## config.mk

```make
export PLATFORM = sky130hd
export DESIGN_NAME = branch_resolver
export DESIGN_NICKNAME = d
export VERILOG_FILES = /design/src/rtl/branch_resolver_pkg.sv /design/src/rtl/branch_resolver_target_calc.sv /design/src/rtl/branch_resolver.sv
export SDC_FILE = /design/constraint.sdc
export NUM_CORES = 1
export LEC_CHECK = 0
export BUFFER_PORTS_ARGS = -buffer_cell sky130_fd_sc_hd__buf_4
export CORE_ASPECT_RATIO = 0.7
export CORE_MARGIN = 8
export CORE_UTILIZATION = 55
export DETAILED_ROUTE_END_ITERATION = 6
export PLACE_DENSITY = 0.78
export SLEW_MARGIN = 20
export SYNTH_ARGS = -nofsm -noshare
export SYNTH_HDL_FRONTEND = slang
export SYNTH_SLANG_ARGS = --single-unit
```

## constraint.sdc

```tcl
create_clock -name clk -period 9.75 [get_ports clk]
set_input_delay 0 -clock clk [delete_from_list [all_inputs] [get_ports clk]]
set_output_delay 0 -clock clk [all_outputs]
set_load 0.005 [all_outputs]
```

## src/rtl/branch_resolver_pkg.sv

```systemverilog
// Shared definitions for branch_resolver: operation encodings, condition
// flag bit positions, FSM state encoding and operation decode helpers.
package branch_resolver_pkg;

  typedef enum logic [3:0] {
    OP_NONE   = 4'd0,
    OP_BEQ    = 4'd1,
    OP_BNE    = 4'd2,
    OP_BGEZ   = 4'd3,
    OP_BGEZAL = 4'd4,
    OP_BLTZ   = 4'd5,
    OP_BLTZAL = 4'd6,
    OP_BGTZ   = 4'd7,
    OP_BLEZ   = 4'd8,
    OP_J      = 4'd9,
    OP_JAL    = 4'd10,
    OP_TEQ    = 4'd11,
    OP_TNE    = 4'd12,
    OP_TSGN   = 4'd13,
    OP_TUNS   = 4'd14,
    OP_RSVD   = 4'd15
  } br_op_e;

  // Comparator flag bit positions; bit 1 carries nothing used here.
  localparam int unsigned CF_COND     = 0;
  localparam int unsigned CF_SIGNED   = 2;
  localparam int unsigned CF_UNSIGNED = 3;

  typedef enum logic [1:0] {
    ST_IDLE      = 2'd0,
    ST_DELAY     = 2'd1,
    ST_REDIRECT  = 2'd2,
    ST_TRAP_WAIT = 2'd3
  } state_e;

  // Conditional PC-relative branches (BEQ..BLEZ).
  function automatic logic is_branch(input br_op_e op);
    return (op >= OP_BEQ) && (op <= OP_BLEZ);
  endfunction

  function automatic logic is_jump(input br_op_e op);
    return (op == OP_J) || (op == OP_JAL);
  endfunction

  function automatic logic is_trap(input br_op_e op);
    return (op >= OP_TEQ) && (op <= OP_TUNS);
  endfunction

  function automatic logic is_link(input br_op_e op);
    return (op == OP_BGEZAL) || (op == OP_BLTZAL) || (op == OP_JAL);
  endfunction

  // Whether the operation's condition holds for the given comparator flags.
  function automatic logic cond_taken(input br_op_e op, input logic [3:0] flags);
    logic t;
    t = 1'b0;
    if (is_branch(op) || (op == OP_TEQ) || (op == OP_TNE)) t = flags[CF_COND];
    else if (is_jump(op))                                   t = 1'b1;
    else if (op == OP_TSGN)                                 t = flags[CF_SIGNED];
    else if (op == OP_TUNS)                                 t = flags[CF_UNSIGNED];
    return t;
  endfunction

endpackage

```

## src/rtl/branch_resolver_target_calc.sv

```systemverilog
// branch_target_calc: combinational branch/jump target and link value.
// All arithmetic is modulo 2^32; overflow wraps silently.
module branch_target_calc (
  input  logic [31:0] pc_i,
  input  logic [25:0] imm26_i,
  input  logic        is_jump_i,
  output logic [31:0] target_o,
  output logic [31:0] link_value_o
);

  logic [31:0] pc4;
  logic [31:0] br_off;

  // Select PC-relative or pseudo-absolute target; link is always pc+8.
  always_comb begin
    pc4          = pc_i + 32'd4;
    br_off       = {{14{imm26_i[15]}}, imm26_i[15:0], 2'b00};
    target_o     = is_jump_i ? {pc4[31:28], imm26_i, 2'b00} : (pc4 + br_off);
    link_value_o = pc_i + 32'd8;
  end

endmodule

```

## src/rtl/branch_resolver.sv

```systemverilog
// branch_resolver: turns comparator flags plus a decoded branch/jump/trap
// operation into a delay-slot-aware PC redirect, a link-register write and a
// trap request held under req/ack. All outputs are registered.
// Optional statistics counters are compiled in with BRANCH_RESOLVER_STATS_EN.
module branch_resolver
  import branch_resolver_pkg::*;
#(
  parameter int unsigned ADDR_W = 32
`ifdef BRANCH_RESOLVER_STATS_EN
  ,
  parameter int unsigned STAT_W = 32
`endif
) (
  input  logic              clk,
  input  logic              reset,
  input  logic              valid,
  input  logic [3:0]        brOp,
  input  logic [3:0]        condFlag,
  input  logic [ADDR_W-1:0] pc,
  input  logic [25:0]       imm26,
  input  logic              slotValid,
  input  logic              trapAck,
  output logic              ready,
  output logic              redirect,
  output logic [ADDR_W-1:0] targetPc,
  output logic              linkWrite,
  output logic [ADDR_W-1:0] linkValue,
  output logic              trapReq,
  output logic [ADDR_W-1:0] trapPc
`ifdef BRANCH_RESOLVER_STATS_EN
  ,
  output logic [STAT_W-1:0] statTaken,
  output logic [STAT_W-1:0] statNotTaken,
  output logic [STAT_W-1:0] statTraps
`endif
);

  state_e            state_q;
  logic              ready_q;
  logic              redirect_q;
  logic [ADDR_W-1:0] targetPc_q;
  logic [ADDR_W-1:0] tgt_q;
  logic              linkWrite_q;
  logic [ADDR_W-1:0] linkValue_q;
  logic              trapReq_q;
  logic [ADDR_W-1:0] trapPc_q;

  br_op_e      op;
  logic        cond;
  logic        ctrl_taken;
  logic        trap_taken;
  logic        nt_branch;
  logic        link_op;
  logic        accept;
  logic [31:0] calc_target;
  logic [31:0] calc_link;

  branch_target_calc u_calc (
    .pc_i         (pc),
    .imm26_i      (imm26),
    .is_jump_i    (is_jump(op)),
    .target_o     (calc_target),
    .link_value_o (calc_link)
  );

  // Decode the presented operation against the comparator flags.
  always_comb begin
    op         = br_op_e'(brOp);
    cond       = cond_taken(op, condFlag);
    ctrl_taken = (is_branch(op) || is_jump(op)) && cond;
    trap_taken = is_trap(op) && cond;
    nt_branch  = is_branch(op) && !cond;
    link_op    = is_link(op);
    accept     = valid && ((state_q == ST_IDLE) || (state_q == ST_DELAY));
  end

  // Control FSM with registered outputs; pulses default low every cycle.
  always_ff @(posedge clk or posedge reset) begin
    if (reset) begin
      state_q     <= ST_IDLE;
      ready_q     <= 1'b1;
      redirect_q  <= 1'b0;
      targetPc_q  <= '0;
      tgt_q       <= '0;
      linkWrite_q <= 1'b0;
      linkValue_q <= '0;
      trapReq_q   <= 1'b0;
      trapPc_q    <= '0;
    end else begin
      redirect_q  <= 1'b0;
      targetPc_q  <= '0;
      linkWrite_q <= 1'b0;
      linkValue_q <= '0;
      unique case (state_q)
        ST_IDLE, ST_DELAY: begin
          if (accept && link_op) begin
            linkWrite_q <= 1'b1;
            linkValue_q <= calc_link;
          end
          // A trap (including one in the delay slot) wins over any pending
          // redirect; a branch presented while in DELAY is ignored.
          if (accept && trap_taken) begin
            state_q   <= ST_TRAP_WAIT;
            ready_q   <= 1'b0;
            trapReq_q <= 1'b1;
            trapPc_q  <= pc;
            tgt_q     <= '0;
          end else if (state_q == ST_IDLE) begin
            if (accept && ctrl_taken) begin
              state_q <= ST_DELAY;
              tgt_q   <= calc_target;
            end
          end else if (slotValid) begin
            state_q    <= ST_REDIRECT;
            ready_q    <= 1'b0;
            redirect_q <= 1'b1;
            targetPc_q <= tgt_q;
          end
        end
        ST_REDIRECT: begin
          state_q <= ST_IDLE;
          ready_q <= 1'b1;
          tgt_q   <= '0;
        end
        ST_TRAP_WAIT: begin
          if (trapAck) begin
            state_q   <= ST_IDLE;
            ready_q   <= 1'b1;
            trapReq_q <= 1'b0;
            trapPc_q  <= '0;
          end
        end
      endcase
    end
  end

  assign ready     = ready_q;
  assign redirect  = redirect_q;
  assign targetPc  = targetPc_q;
  assign linkWrite = linkWrite_q;
  assign linkValue = linkValue_q;
  assign trapReq   = trapReq_q;
  assign trapPc    = trapPc_q;

`ifdef BRANCH_RESOLVER_STATS_EN
  logic [STAT_W-1:0] statTaken_q;
  logic [STAT_W-1:0] statNotTaken_q;
  logic [STAT_W-1:0] statTraps_q;
  logic              ev_taken;
  logic              ev_not_taken;
  logic              ev_trap;

  // Event strobes: only IDLE accepts branches; traps count in IDLE or DELAY.
  always_comb begin
    ev_taken     = accept && (state_q == ST_IDLE) && ctrl_taken;
    ev_not_taken = accept && (state_q == ST_IDLE) && nt_branch;
    ev_trap      = accept && trap_taken;
  end

  // Saturating event counters.
  always_ff @(posedge clk or posedge reset) begin
    if (reset) begin
      statTaken_q    <= '0;
      statNotTaken_q <= '0;
      statTraps_q    <= '0;
    end else begin
      if (ev_taken && (statTaken_q != '1))       statTaken_q    <= statTaken_q + STAT_W'(1);
      if (ev_not_taken && (statNotTaken_q != '1)) statNotTaken_q <= statNotTaken_q + STAT_W'(1);
      if (ev_trap && (statTraps_q != '1))        statTraps_q    <= statTraps_q + STAT_W'(1);
    end
  end

  assign statTaken    = statTaken_q;
  assign statNotTaken = statNotTaken_q;
  assign statTraps    = statTraps_q;
`else
  logic unused_nt;
  assign unused_nt = nt_branch;
`endif

endmodule

```

==> summary.txt, run 1 <==
Setup path
  – Crit path max fanout: 9
  – Delay-heaviest family, CP: compound AO/OA/AOI/OAI gates
  – Crit path DAT: 4.19 ns
  – Critical path buffers and inverters: 2
  – CP Class: input pin to flip-flop
  – R2r setup slk: 7.40 ns
  – Slowest-stage cell, CP: dlygate4sd3_1
  – Crit. End Element: flip-flop
  – CP peak stage delay: 0.53 ns
  – CP startpoint kind: input pin
  – CP Launch Point: pc[3]
  – Worst path required time: 10.04 ns
  – Critical path cell sequence: dlygate4sd3_1, buf_4, ha_1, nand4_1, nor3_1, nand4_1, xnor2_1, ha_1, nand2_1, o21ai_1, o21a_1, a2bb2oi_1, a22oi_1, o2111a_1, a221o_1
  – Crit Reg-Reg Startpoint: state_q[1]$_DFFE_PP0P_

Yosys
  – Largest cells by area after synthesis: dfrtp_1 (43%), nand2_1 (6.3%), ha_1 (6.1%), xnor2_1 (4.3%), xor2_1 (3.6%)
  – Cell taking the most area after synthesis: dfrtp_1
  – Mean area per synthesized cell: 9.02 µm²
  – Unique masters post-synth: 66
  – Sequential share of the synthesized area: 43.3%
  – Predominant post-synthesis flop cell: dfrtp_1
  – Number of enable flip-flop cells after synthesis: 0
  – Syn nets: 968
  – Synth Warn #: 0
  – Synthesized cell area: 0.00774 mm²
  – Share of the synthesized area in the top cell type: 43.0%
  – FF+latch count, synth: 134
  – Async set or reset register ratio after synthesis: 100%
  – Post-Syn Instances: 858

Floorplan
  – FP Rows: 36
  – I/O pin cnt: 171
  – DIE AREA: 0.0182 mm²
  – Die Ht: 115 µm
  – Starting Density: 56.0%
  – Core area: 0.0138 mm²
  – Die span in x: 158 µm

Pwr
  – Worst vdd ir: 0.000121 V
  – LEAKAGE: 4.98 nW
  – Pwr Density: 191 mW/mm²

Timing
  – Setup violations, final: 0
  – Final min period: 3.90 ns
  – Period Utilization, post-route: 40.0%
  – Worst Tran Pin Value: 0.911 ns
  – Setup TNS: 0 ns
  – Slew margin rel.: 39.3%
  – RSZ-0062 raised after global routing: no
  – Clock skew: 0.00857 ns
  – Max Transition Viols Final: 0
  – Max Fclk: 256 MHz
  – Final Hold Vio Count: 0
  – Hold WS: 0.00975 ns

Drt
  – Met2 wire length: 10700 µm
  – Via count: 7205
  – Initial DRC Count: 572
  – Drt pass-1 iters: 5
  – DRT met1 WL: 9880 µm
  – Top routing layer used: met4
  – Vias/cell: 5.68
  – DRC: 0
  – Routed wire per std cell: 18.1 µm
  – Final ANT Viol Nets: 0
  – Routed wire length: 23000 µm
  – WL met3: 1920 µm

Status
  – Status: finished clean

Global routing
  – Initial antenna violation count: 0
  – Overall Global Routing Usage: 25.7%
  – Global-route wire length before repair: 37000 µm
  – Grt ovf: 0
  – Vias in the first global route: 7198
  – Largest net degree at the start of global routing: 74

Clock tree
  – H-tree levels: 4
  – Root buf cell: clkbuf_16
  – CTS Buffer Depth: 2
  – Post-cts sizing count: 0
  – CTS tree: built
  – Postcts setup bufs: 0
  – Clk_lat worst skew: 0.42 ns
  – CTS Buf Count: 17
  – CTS sink count: 134
  – Worst-path clk slew: 0.06 ns

Flow run
  – Max_cap viols: 0

Min path
  – Hold Crit Class: input pin to flip-flop
  – Hold Path Origin: imm26[11]

Finish
  – Area growth syn-to-layout: 33.4%
  – ANT cells: 0
  – Net total in the final layout: 1175
  – # fillers: 975
  – Fin util: 74.6%
  – Layout cell share with drive strength beyond 1: 21.1%

Placement
  – Buffers on Ports: 169
  – HPWL after DPL: 16200 µm
  – RD Place Congestion: 0.877
## what timing repair did
item                                   CTS  global route
setup endpoints to repair                0             0
endpoints found under the hold margin  152             0
hold buffers                            59             0
## cell type report
class                           instances  area (µm²)  area share, %
Clock buffer                           20         447           4.33
Clock inverter                         12         178           1.72
Inverter                               22        87.6          0.849
Multi-Input combinational cell        654        4100           39.7
Sequential cell                       134        3350           32.5
Tap cell                              190         238           2.30
Timing Repair Buffer                  236        1920           18.6
## layer usage
layer,vias up,GRT usage (%)
li1,3411,-
met4,0,8.34
met2,250,41.1
met1,3504,32.9
met3,40,7.81
met5,-,0
## state kept, by name, summed over array words and instances (netlist names)
signal and cells:
ready 1, trapReq 1, linkWrite 1, tgt_q 32, redirect 1, trapPc 32
linkValue 32, state_q 2, targetPc 32
## stage by stage
step	power [mW]	area (µm²)	instances	worst slack, ns
after global placement	1.25	9100	1177	6.15
final	1.97	10300	1268	5.85
after CTS	1.97	10300	1268	5.92
after global routing	2.07	10300	1268	5.59
after floorplan	1.03	7740	858	6.17
after detailed placement	1.26	9100	1177	6.04
## cells in the mapped netlist (2+ instances only)
cell type / number
a32oi_1: 2
nand2b_1: 5
o21bai_1: 5
nor3b_2: 3
a211o_1: 2
xor2_1: 32
o211ai_1: 3
nand2_1: 130
o31a_1: 2
nor3_1: 17
o311ai_1: 3
inv_1: 22
and3_1: 8
nor2b_1: 9
a21oi_1: 49
a2bb2oi_1: 2
mux2_2: 2
clkbuf_1: 25
buf_2: 20
and2_1: 38
nand4_1: 19
or3_1: 6
dfrtp_1: 133
o22ai_1: 2
a21o_1: 5
mux2i_1: 3
a31oi_1: 3
o21ai_0: 45
nor2_1: 52
a211oi_1: 6
ha_1: 38
a22oi_1: 13
o21a_1: 4
a221oi_1: 4
a221o_1: 3
a22o_1: 7
xnor2_1: 38
nand3_1: 52
o21ai_1: 15
and4_1: 5
## placed cells by master, fill, tap and decap left out, drive strengths merged, types with 38 or more instances in the layout
master and count:
nand3 52, o21ai 60, buf 177, nor2 54, xnor2 38, ha 38
dfrtp 133, dlygate4sd3 59, and2 39, nand2 130, a21oi 50
## final timing paths
path,endpoint,cells past startpoint
worst min register to register,targetPc[0]$_DFF_PP0_,1
worst max-delay path,tgt_q[31]$_DFFE_PP0P_,15
min in group asynchronous,linkValue[0]$_DFF_PP0_,3
worst min-delay path,tgt_q[13]$_DFFE_PP0P_,4
max in group asynchronous,targetPc[3]$_DFF_PP0_,4
worst max register to register,tgt_q[28]$_DFFE_PP0P_,6
## cell families (layout without fill, tap and decap cells)
| group | Yosys count | after routing | synth area share [%] |
|---|---|---|---|
| adder cells (fa/ha/maj) | 39 | 39 | 6.40 |
| buffers and inverters | 70 | 290 | 3.86 |
| AO/OA/AOI/OAI | 185 | 185 | 15.0 |
| flip-flops | 134 | 134 | 43.3 |
| AND/OR/NAND/NOR | 355 | 355 | 22.7 |
| XOR/XNOR | 70 | 70 | 7.92 |
| multiplexers | 5 | 5 | 0.679 |
## report_power, final
part | leakage (nW) | switching [mW] | total (mW) | internal (mW)
sequential | 1.80 | 0.0690 | 0.750 | 0.681
combinational | 2.87 | 0.274 | 0.534 | 0.260
clock | 0.304 | 0.251 | 0.686 | 0.435
## worst min-delay path, delay by kind of cell
| kind | cells | cell delay [ns] |
|---|---|---|
| buffers and inverters | 1 | 0.09 |
| AND/OR/NAND/NOR | 1 | 0.04 |
| AO/OA/AOI/OAI | 2 | 0.26 |
Note: power is estimated with default switching activity, not from simulation.
==> run 2, diff against run 1 <==
--- a/config.mk
+++ b/config.mk
@@ -5,12 +5,13 @@
 export SDC_FILE = /design/constraint.sdc
 export NUM_CORES = 1
 export LEC_CHECK = 0
+export ABC_AREA = 1
 export BUFFER_PORTS_ARGS = -buffer_cell sky130_fd_sc_hd__buf_4
 export CORE_ASPECT_RATIO = 0.7
 export CORE_MARGIN = 8
 export CORE_UTILIZATION = 55
 export DETAILED_ROUTE_END_ITERATION = 6
-export PLACE_DENSITY = 0.78
+export PLACE_DENSITY = 0.77
 export SLEW_MARGIN = 20
 export SYNTH_ARGS = -nofsm -noshare
 export SYNTH_HDL_FRONTEND = slang
==> constraint.sdc (replaced) <==
create_clock -name clk -period 3.6 [get_ports clk]
set_input_delay 0 -clock clk [delete_from_list [all_inputs] [get_ports clk]]
set_output_delay 0 -clock clk [all_outputs]
set_load 0.005 [all_outputs]
==> summary.txt, run 2 <==
Drt
  – WL met3: 2630 µm (+37%)
  – Met2 wire length: 12400 µm (+16%)
  – DRC: 0 (unchanged)
  – Routed wire per std cell: 16.5 µm (-9.2%)
  – Vias/cell: 5.24 (-7.8%)
  – DRT met1 WL: 13200 µm (+34%)
  – Via count: 9144 (+27%)
  – Top routing layer used: met4
  – Routed wire length: 28800 µm (+25%)
  – Drt pass-1 iters: 5 (unchanged)
  – Initial DRC Count: 932 (+63%)
  – Final ANT Viol Nets: 0 (unchanged)

Setup path
  – Critical path cell sequence: dlygate4sd3_1, buf_4, ha_1, nand2_1, nor2_4, nand3_1, nor2_2, inv_1, nor2_2, nand2_1, o21ai_0, inv_1, ha_1, nand2_1, nor2_1, nand2_1, nor2_1, nand2_1, nand3_1, nand2_1, nand3_1, nand2_1, nand2_1, nand2_1
  – Crit. End Element: flip-flop
  – Worst path required time: 3.93 ns (-6.11 ns)
  – CP Class: input pin to flip-flop
  – Delay-heaviest family, CP: simple AND/OR/NAND/NOR gates
  – Critical path buffers and inverters: 4 (+2)
  – Slowest-stage cell, CP: dlygate4sd3_1
  – CP peak stage delay: 0.55 ns (+0.02 ns)
  – Crit path max fanout: 6 (-3)
  – Most Frequent Cell on Critical Path: nand2_1
  – CP startpoint kind: input pin
  – Crit path DAT: 3.72 ns (-0.47 ns)

Timing
  – Slew margin rel.: 40.7% (+1.4 points)
  – Max Transition Viols Final: 0 (unchanged)
  – Max Fclk: 295 MHz
  – Worst Tran Pin Value: 0.889 ns (-0.0217 ns)
  – Setup violations, final: 0 (unchanged)
  – Period Utilization, post-route: 94.2%
  – Final min period: 3.39 ns
  – Final Hold Vio Count: 0 (unchanged)
  – Clock skew: 0.0106 ns (+0.00202 ns)

Finish
  – Fin util: 73.5% (-1.2 points)
  – Area occupied by multi-input gates: 0.00430 mm² (+5.0%)
  – ANT cells: 0 (unchanged)
  – Layout cell share with drive strength beyond 1: 15.5% (-5.5 points)
  – Area growth syn-to-layout: 30.8%
  – Most frequent cells in the layout: nand2_1 (408), inv_1 (245), buf_4 (182)
  – Fin cells: 1746 (+38%)
  – Commonest non-fill, non-tap cell in the layout: nand2_1
  – Net total in the final layout: 1643 (+40%)
  – # fillers: 1238 (+27%)
  – FF/Latch Area: 0.00335 mm² (unchanged)

Yosys
  – Share of the synthesized area in the top cell type: 38.2% (-4.8 points)
  – Post-synth top cells: nand2_1 (408), inv_1 (246), nor2_1 (149)
  – Sequential share of the synthesized area: 38.5% (-4.8 points)
  – Post-synthesis adder-cell area fraction: 5.69% (-0.71 points)
  – Predominant post-synthesis flop cell: dfrtp_1
  – Count leader, synth: nand2_1
  – Synthesized cell area: 0.00871 mm² (+12%)
  – Async set or reset register ratio after synthesis: 100% (unchanged)
  – Post-Syn Instances: 1298 (+51%)
  – Post-Synth Simple-Gate Area: 32.5% (+9.7 points)
  – Mean area per synthesized cell: 6.71 µm² (-26%)
  – Post-Synth XOR/XNOR Area: 2.01% (-5.9 points)
  – Synth Warn #: 0 (unchanged)
  – Largest cells by area after synthesis: dfrtp_1 (38%), nand2_1 (18%), inv_1 (11%), nor2_1 (6.4%), ha_1 (5.5%)
  – Mux share of post-synthesis cell area: 0.115% (-0.56 points)
  – Number of enable flip-flop cells after synthesis: 0 (unchanged)
  – Main combinational cell family by area after synthesis: simple AND/OR/NAND/NOR gates
  – FF+latch count, synth: 134 (unchanged)
  – Post-synthesis compound-gate area fraction: 8.82% (-6.2 points)
  – Syn nets: 1408 (+45%)
  – Unique masters post-synth: 39 (-41%)
  – Cell taking the most area after synthesis: dfrtp_1

Placement
  – RD Place Congestion: 0.938 (+6.9%)
  – Placed cells: 1655 (+41%)
  – HPWL after DPL: 21700 µm (+33%)
  – Buffers on Ports: 169 (unchanged)

Global routing
  – Largest net degree at the start of global routing: 100 (+35%)
  – Overall Global Routing Usage: 28.4% (+2.7 points)
  – Vias in the first global route: 8779 (+22%)
  – Global-route wire length before repair: 45700 µm (+23%)
  – Initial antenna violation count: 0 (unchanged)
  – Grt ovf: 0 (unchanged)

Clock tree
  – CTS sink count: 134 (unchanged)
  – Worst-path clk slew: 0.06 ns (about the same)
  – CTS Buf Count: 17 (unchanged)
  – CTS Buffer Depth: 2 (unchanged)
  – Root buf cell: clkbuf_16
  – Postcts setup bufs: 0 (unchanged)
  – CTS tree: built
  – Clk_lat worst skew: 0.44 ns (+0.02 ns)
  – H-tree levels: 4 (unchanged)

Pwr
  – Pwr Density: 521 mW/mm² (+170%)
  – Worst vdd ir: 0.000418 V (+250%)
  – LEAKAGE: 6.37 nW (+28%)

Floorplan
  – Die Ht: 121 µm (+5.2%)
  – Die span in x: 166 µm (+5.5%)
  – Core area: 0.0155 mm² (+12%)
  – FP Rows: 38 (+5.6%)
  – Starting Density: 56.2% (+0.20 points)
  – DIE AREA: 0.0202 mm² (+11%)
  – I/O pin cnt: 171 (unchanged)

Min path
  – Hold Crit Class: input pin to flip-flop

Status
  – Status: finished clean

Flow run
  – Max_cap viols: 0 (unchanged)
==> run 2: cells by family after synthesis <==
| kind of cell | Yosys count |
|---|---|
| multiplexers | 1 |
| buffers and inverters | 275 |
| AO/OA/AOI/OAI | 142 |
| adder cells (fa/ha/maj) | 39 |
| XOR/XNOR | 20 |
| flip-flops | 134 |
| AND/OR/NAND/NOR | 687 |
==> run 2: where the power goes <==
| part | switching, mW | internal [mW] | total, mW |
|---|---|---|---|
| combinational | 1.20 | 0.852 | 2.05 |
| clock | 0.748 | 0.985 | 1.73 |
| sequential | 0.227 | 1.92 | 2.15 |
==> run 2: area by class of cell <==
| cell class | count | share of cell area [%] |
|---|---|---|
| multi-input combinational | 889 | 37.8 |
| sequential | 134 | 29.5 |
| timing repair buffer | 241 | 17.2 |
| inverter | 250 | 8.29 |
| clock buffer | 18 | 3.86 |
| tap | 200 | 2.20 |
| clock inverter | 14 | 1.22 |
==> run 2: worst min-delay path: cells and delay by family <==
family,cells,cell delay (ns)
AND/OR/NAND/NOR,4,0.32
buffers and inverters,1,0.09
==> run 2: metrics by stage <==
stage / power, mW / area [µm²] / worst slack, ns / hold slack [ns] / TNS [ns]
final: 5.94 / 11400 / 0.209 / 0.0110 / 0
after global routing: 6.30 / 11400 / -0.0156 / 0.0504 / -0.0156
after CTS: 5.93 / 11400 / 0.310 / 0.00975 / 0
after detailed placement: 4.15 / 10200 / 0.413 / 0.232 / 0
after global placement: 4.08 / 10200 / 0.450 / 0.217 / 0
after floorplan: 3.31 / 8710 / 0.0189 / 0.0664 / 0
==> run 2: layer usage <==
metal  vias up  global-route usage (%)
met1      4203                    40.0
li1       4475                       -
met4         0                    8.24
met5         -                       0
met3        44                    5.88
met2       422                    43.8
==> run 2: path summary, 6_finish.rpt <==
path,startpoint,to,slack [ns],depth (start not counted)
max,pc[3],tgt_q[24]$_DFFE_PP0P_,0.21,24
min,imm26[12],tgt_q[14]$_DFFE_PP0P_,0.01,5
max reg2reg,state_q[1]$_DFFE_PP0P_,linkValue[9]$_DFF_PP0_,1.07,9
min reg2reg,tgt_q[31]$_DFFE_PP0P_,tgt_q[31]$_DFFE_PP0P_,0.49,2
max in group asynchronous,reset,ready$_DFFE_PP1P_,2.42,4
min in group asynchronous,reset,trapPc[3]$_DFFE_PP0P_,0.30,3
==> run 2: what timing repair did <==
| item | 4_1_cts | 5_1_grt |
|---|---|---|
| hold endpoints to repair | 184 | 0 |
| hold buffers | 59 | 0 |
| setup endpoints to repair | 0 | 15 |
| resized for setup | 0 | 7 |
